File: config.mk
export PLATFORM = sky130hd
export DESIGN_NAME = guess_round_ctrl
export DESIGN_NICKNAME = d
export VERILOG_FILES = /design/src/rtl/guess_round_ctrl.sv
export SDC_FILE = /design/constraint.sdc
export NUM_CORES = 1
export LEC_CHECK = 0
export CAP_MARGIN = 20
export CORE_MARGIN = 2
export CORE_UTILIZATION = 48
export DETAILED_ROUTE_END_ITERATION = 16
export PLACE_DENSITY = 0.8
export SLEW_MARGIN = 30
export SYNTH_ARGS = -nofsm -noshare
export SYNTH_HDL_FRONTEND = slang
export SYNTH_SLANG_ARGS = --single-unit
export TNS_END_PERCENT = 20
File: constraint.sdc
create_clock -name clk -period 2.6 [get_ports clk]
set_input_delay 0.52 -clock clk [delete_from_list [all_inputs] [get_ports clk]]
set_output_delay 0.52 -clock clk [all_outputs]
set_load 0.1 [all_outputs]
File: src/rtl/guess_round_ctrl.sv
// Bulls-and-Cows round sequencer: gathers four distinct BCD keys, pulses the
// scorer check, latches the score and tracks attempts until WIN or LOSE.
module guess_round_ctrl #(
  parameter int unsigned MAX_TRIES = 10
) (
  input  logic        clk,
  input  logic        rst,
  input  logic        digit_valid,
  input  logic [3:0]  digit,
  input  logic        clear,
  input  logic        new_game,
  input  logic [3:0]  strike,
  input  logic [3:0]  ball,
  output logic [15:0] guess,
  output logic        check_en,
  output logic [2:0]  entry_cnt,
  output logic [3:0]  try_cnt,
  output logic [3:0]  last_strike,
  output logic [3:0]  last_ball,
  output logic        dup_err,
  output logic        win,
  output logic        lose
);

  localparam logic [3:0] MAX_T = 4'(MAX_TRIES);

  typedef enum logic [2:0] {
    S_ENTRY,
    S_CHECK,
    S_RESULT,
    S_WIN,
    S_LOSE
  } state_t;

  state_t state, state_nxt;
  logic   is_dup;
  logic   key_ok;
  logic   accept;

  // Only the nibbles already entered take part in the duplicate compare.
  always_comb begin
    is_dup = 1'b0;
    for (int unsigned i = 0; i < 4; i++) begin
      if (i < 32'(entry_cnt) && guess[4*i +: 4] == digit)
        is_dup = 1'b1;
    end
  end

  assign key_ok = (digit <= 4'd9) && !is_dup;
  assign accept = (state == S_ENTRY) && digit_valid && !clear && !new_game && key_ok;

  // State register; win/lose are flopped alongside so they switch with the state.
  always_ff @(posedge clk or negedge rst) begin
    if (!rst) begin
      state <= S_ENTRY;
      win   <= 1'b0;
      lose  <= 1'b0;
    end else begin
      state <= state_nxt;
      win   <= (state_nxt == S_WIN);
      lose  <= (state_nxt == S_LOSE);
    end
  end

  always_comb begin
    state_nxt = state;
    if (new_game) begin
      state_nxt = S_ENTRY;
    end else begin
      unique case (state)
        S_ENTRY:  if (accept && entry_cnt == 3'd3) state_nxt = S_CHECK;
        S_CHECK:  state_nxt = S_RESULT;
        S_RESULT: begin
          if (last_strike == 4'd4)   state_nxt = S_WIN;
          else if (try_cnt == MAX_T) state_nxt = S_LOSE;
          else                       state_nxt = S_ENTRY;
        end
        S_WIN:    state_nxt = S_WIN;
        S_LOSE:   state_nxt = S_LOSE;
        default:  state_nxt = S_ENTRY;
      endcase
    end
  end

  always_comb begin
    check_en = (state == S_CHECK);
  end

  always_ff @(posedge clk or negedge rst) begin
    if (!rst) begin
      guess       <= '1;
      entry_cnt   <= '0;
      try_cnt     <= '0;
      last_strike <= '0;
      last_ball   <= '0;
      dup_err     <= 1'b0;
    end else begin
      dup_err <= 1'b0;
      if (new_game) begin
        guess       <= '1;
        entry_cnt   <= '0;
        try_cnt     <= '0;
        last_strike <= '0;
        last_ball   <= '0;
      end else begin
        unique case (state)
          S_ENTRY: begin
            if (clear) begin
              guess     <= '1;
              entry_cnt <= '0;
            end else if (digit_valid) begin
              if (key_ok) begin
                guess     <= {guess[11:0], digit};
                entry_cnt <= entry_cnt + 3'd1;
              end else begin
                dup_err <= 1'b1;
              end
            end
          end
          S_CHECK: begin
            last_strike <= strike;
            last_ball   <= ball;
            if (try_cnt != MAX_T)
              try_cnt <= try_cnt + 4'd1;
          end
          S_RESULT: begin
            // Only a round that continues wipes the guess; WIN/LOSE keep it on display.
            if (last_strike != 4'd4 && try_cnt != MAX_T) begin
              guess     <= '1;
              entry_cnt <= '0;
            end
          end
          default: ;
        endcase
      end
    end
  end

endmodule

Yosys cells after proc, flatten, opt, wreduce, memory -nomap -nowiden
Index checks and enable logic that the tools add are counted.
Cells by class
  magnitude comparators: 5
  add/sub/neg operators: 2
  reductions and logical operators: 20
  mux-type cells: 33
  eq/ne operators: 18
Operators with widths (number)
  $mux 16: 5
  $pmux 16 s2: 1
  $mux 4: 7
  $mux 3: 9
  $eq 4x4->1: 4
  $pmux 3 s5: 1
  $eq 3x2->1 const B: 4
  $ne 4x4->1 const B: 3
  $logic_and 1x1->1: 11
  $mux 1: 9
  $eq 3x3->1 const B: 2
  $lt 1x3->1 const A: 2
  $lt 2x3->1 const A: 2
  $pmux 3 s2: 1
  $add 4x1->4 const B: 1
  $eq 4x3->1 const B: 1
  $eq 4x4->1 const B: 1
  $le 4x4->1 const B: 1
  $ne 4x3->1 const B: 1
  $reduce_and 4->1: 1
  $reduce_bool 2->1: 2
  $add 3x1->3 const B: 1
  $eq 3x1->1 const B: 1
  $logic_not 1->1: 3
  other kinds (4): 4
Storage, ports and cells
  output and inout bits: 35
  word-level logic and storage cells: 87
  bits of input ports: 17
  register bits after elaboration: 37

Longest topological paths before layout
  depth in word-level cells: 14
  gate-level depth with buffers: 11
  depth with buffers taken out: 9

Worst setup path after synthesis
OpenSTA, ideal clock, no wires.
  path kind: register to register
  start point: register try_cnt[1]
  end point: register entry_cnt[1]
  clock period less this slack: 2670 ps
  cell stages (with the launch flop): 11
  slack: -70 ps
  setup time: 95 ps
  buffers on the path: 2
  arrival time: 2575 ps
  data required time: 2505 ps
  cells stage by stage: dfrtp_1 > ha_1 > nand3b_1 > nor2b_1 > a211o_1 > and4b_1 > a21oi_2 > buf_6 > buf_6 > nand2_1 > o31ai_1
On the way
  word-level cells in the longest chain between the ends: 4
Ends and longest elaborated chain
  start, declared: line 17  | output logic [3:0] try_cnt,
  start signal, assigned: line 124  | try_cnt <= try_cnt + 4'd1;
  $ne 4x4->1: line 128  | if (last_strike != 4'd4 && try_cnt != MAX_T) begin
  $logic_and 1x1->1: line 128
  $ne 3x3->1 (no source line)
  $reduce_and 4->1 (no source line)
  end signal, assigned: line 114  | entry_cnt <= entry_cnt + 3'd1;
  end, declared: line 16  | output logic [2:0] entry_cnt,
No other way between the ends.
A chain may end at the register's enable or synchronous reset.

Worst setup path after layout
  start point: input port digit[1]
  end point: register entry_cnt[0]
On the way
  word-level cells in the longest chain between the ends: 10
  elaborated cells between the ends (all ways): 17
  classes of those cells: order compare (1); eq/ne (5); mux (4); reduce/logical (7)
Ends and longest elaborated chain
  start, declared: line 9  | input logic [3:0] digit,
  $eq 4x4->1: line 44  | if (i < 32'(entry_cnt) && guess[4*i +: 4] == digit)
  $logic_and 1x1->1: line 44
  $mux 1 (4 in a row): line 44
  $logic_not 1->1: line 49  | assign key_ok = (digit <= 4'd9) && !is_dup;
  $logic_and 1x1->1 *: line 49
  $ne 4x4->1 (no source line) *
  $reduce_and 4->1 (no source line) *
Mark *: on every way between the ends. The rest lies on a longest branch, timed or not.

==> flow_summary.json <==
{
  "synthCells": 205,
  "min_path_type": "reg2reg",
  "top_usage_layer": "met2",
  "cp_max_fo": 23,
  "syn_avg_cell_area_sq_um": 9.20,
  "outcome": "complete, no violations",
  "rsz0062_at_grt": "false",
  "final_antenna_net_count": 0,
  "syn_area_sq_um": 1890,
  "grtUsageTotal_pct": 19.7,
  "synth_edf_count": 0,
  "power_mw": 1.50,
  "synthesis.nets": 225,
  "ir_drop_mv": 0.425,
  "ys_async_sr_fraction_pct": 100,
  "use_met1_pct": 27.1,
  "die-width_um": 66.7,
  "crit_path_start_kind": "input port",
  "post-route-period-util_pct": 87.2,
  "antenna_cells": 0,
  "io_pins": 52,
  "vias_per_cell": 5.12,
  "hold_path_depth": 2,
  "cts-root-buf": "clkbuf_8",
  "grt_first_pass_wirelength_um": 6690,
  "ys_ff_latch": 37,
  "cts_resized": 0,
  "place.detailed.hpwl_um": 2830,
  "cts-buffers-inserted": 5,
  "seq_area_frac_synth_pct": 50.2,
  "max_freq_ghz": 0.441,
  "h-tree-depth": 2,
  "io_buffers": 51,
  "grt-ovfl-total": 0,
  "finalSetupViolCount": 0,
  "layout_commonest_cell": "buf_4",
  "cts_buffer_depth": 2,
  "core_sq_um": 3720,
  "holdBufCountCts": 0,
  "worstMarginPinSlew_ns": 0.450,
  "ys_top_cells_by_area": "dfrtp_1 28%, dfstp_2 22%, nand2_1 7.4%, nor2_1 6.2%, xor2_1 6.0%",
  "postLayoutCellArea_sq_um": 2480,
  "ff2ff_setup_slack_ns": 0.41,
  "maxSlewHeadroom_pct": 70.0,
  "clk_pin_slew_ns": 0.07,
  "firstDrtPassIters": 4,
  "grt_pass1_vias": 1494,
  "cts_setup_buffers": 0,
  "dpl-instance-area_sq_um": 2370,
  "period_needed_ns": 2.27,
  "wl_per_cell_um": 12.7,
  "timing.rr.end": "entry_cnt[0]$_DFFE_PN0P_",
  "fin_setup_tns_ns": 0,
  "startpoint": "digit[1]",
  "crit_path_end_kind": "flop",
  "start_util_pct": 50.7,
  "ys.flop_type": "dfrtp_1",
  "r2r-start": "try_cnt[0]$_DFFE_PN0P_",
  "drive_gt1_share_pct": 27.5,
  "powerDensity_nw_per_um2": 603,
  "finish.net_count": 277,
  "syn_to_final_growth_pct": 31.7,
  "clock_sinks": 37,
  "fin_worst_skew_ns": 0.00467,
  "fp.dieArea_sq_um": 4450,
  "power.leakage_nw": 1.06,
  "cap_violations": 0,
  "endpoint": "entry_cnt[0]$_DFFE_PN0P_",
  "yosysWarnings": 0,
  "dr_total_vias": 1567,
  "reg2reg_depth": 10,
  "mostFrequentLayoutCells": "40 x buf_4, 37 x nand2_1, 31 x nor2_1, 20 x dfrtp_1",
  "insertion_delay_ns": 0.28,
  "drtIter0Drc": 82,
  "finalWirelength_um": 3870,
  "num_rows": 22,
  "cp.required_ns": 2.78,
  "netlist.area_leader.share_pct": 27.9,
  "grtUsageMet2_pct": 30.6,
  "place.gp.congestion": 0.749,
  "grt_util_met3_pct": 3.72,
  "finalHoldViolations": 0,
  "die_h_um": 66.7,
  "drc_errors": 0,
  "grt_max_degree": 38,
  "cts_tree": "yes",
  "yosys.area.top_type": "dfrtp_1",
  "crit_type": "in2reg",
  "antenna_found_initial": 0,
  "synth.distinct_cells": 35,
  "cp.arrival_ns": 2.45,
  "slew_violations": 0
}
==> synth_stat cells (2+ instances only) <==
library cell	count
a21oi_1	12
buf_2	4
buf_6	2
clkbuf_1	5
dfrtp_1	21
dfstp_2	16
ha_1	3
inv_1	4
nand2_1	37
nand3_1	3
nor2_1	31
nor2b_1	2
nor3_1	7
nor4_1	2
o21ai_0	16
o21ai_2	3
o31ai_1	2
xnor2_1	6
xor2_1	13
==> final cells by class <==
cell class,instances,area [sq um]
Timing Repair Buffer,58,500
Inverter,4,15.0
Clock inverter,1,30.0
Fill cell,314,1230
Clock buffer,7,86.3
Sequential cell,37,947
Multi-Input combinational cell,151,843
Tap cell,48,60.1
==> registers in the layout, summed over array words and instances (netlist names), 3 cells and up <==
| register | cells |
|---|---|
| state | 3 |
| last_strike | 4 |
| last_ball | 4 |
| try_cnt | 4 |
| guess | 16 |
| entry_cnt | 3 |
==> worst min-delay path by stage <==
stage | startpoint | slack [ns] | endpoint
6_report | guess[13]$_DFFE_PN1P_ | 0.50 | guess[13]$_DFFE_PN1P_
3_3_place_gp | guess[13]$_DFFE_PN1P_ | 0.48 | guess[13]$_DFFE_PN1P_
4_1_cts | guess[13]$_DFFE_PN1P_ | 0.50 | guess[13]$_DFFE_PN1P_
2_1_floorplan | rst | 0.22 | dup_err$_DFF_PN0_
3_5_place_dp | guess[13]$_DFFE_PN1P_ | 0.48 | guess[13]$_DFFE_PN1P_
5_1_grt | guess[15]$_DFFE_PN1P_ | 0.52 | guess[15]$_DFFE_PN1P_
==> stage by stage <==
step | setup slack [ns] | hold slack [ns] | util, % | std cells
2_1_floorplan | 0.0471 | 0.224 | - | 205
3_3_place_gp | 0.0682 | 0.481 | 63.7 | 298
3_5_place_dp | 0.0335 | 0.485 | 63.7 | 298
4_1_cts | 0.333 | 0.499 | 66.8 | 306
5_1_grt | 0.199 | 0.522 | 66.8 | 306
6_report | 0.332 | 0.498 | 66.8 | 306
==> worst max-delay path: stages <==
cell and delay (ns):
clkdlybuf4s50_1 0.55, xor2_1 0.22, nor4_1 0.31, and4b_1 0.25
a21oi_2 0.20, buf_12 0.18, nor3_1 0.06, a21o_1 0.15
==> where the power goes <==
| part | internal, mW | switching [mW] |
|---|---|---|
| registers | 0.616 | 0.0306 |
| logic | 0.0951 | 0.251 |
| clock network | 0.313 | 0.191 |
==> logic make-up after synthesis <==
| family | after synthesis | synth area share [%] |
|---|---|---|
| buffers and inverters | 17 | 5.11 |
| XOR/XNOR | 19 | 8.83 |
| AND/OR/NAND/NOR | 90 | 21.6 |
| adder cells (fa/ha/maj) | 3 | 1.99 |
| flip-flops | 37 | 50.2 |
| AO/OA/AOI/OAI | 39 | 12.3 |
==> metal layers <==
layer / share of wire [%] / vias to the layer above
met5: 0 / -
met4: 1.3 / 0
met3: 4.2 / 5
met2: 47 / 36
met1: 47 / 743
li1: - / 783
Power figures use the tool's default switching activity.
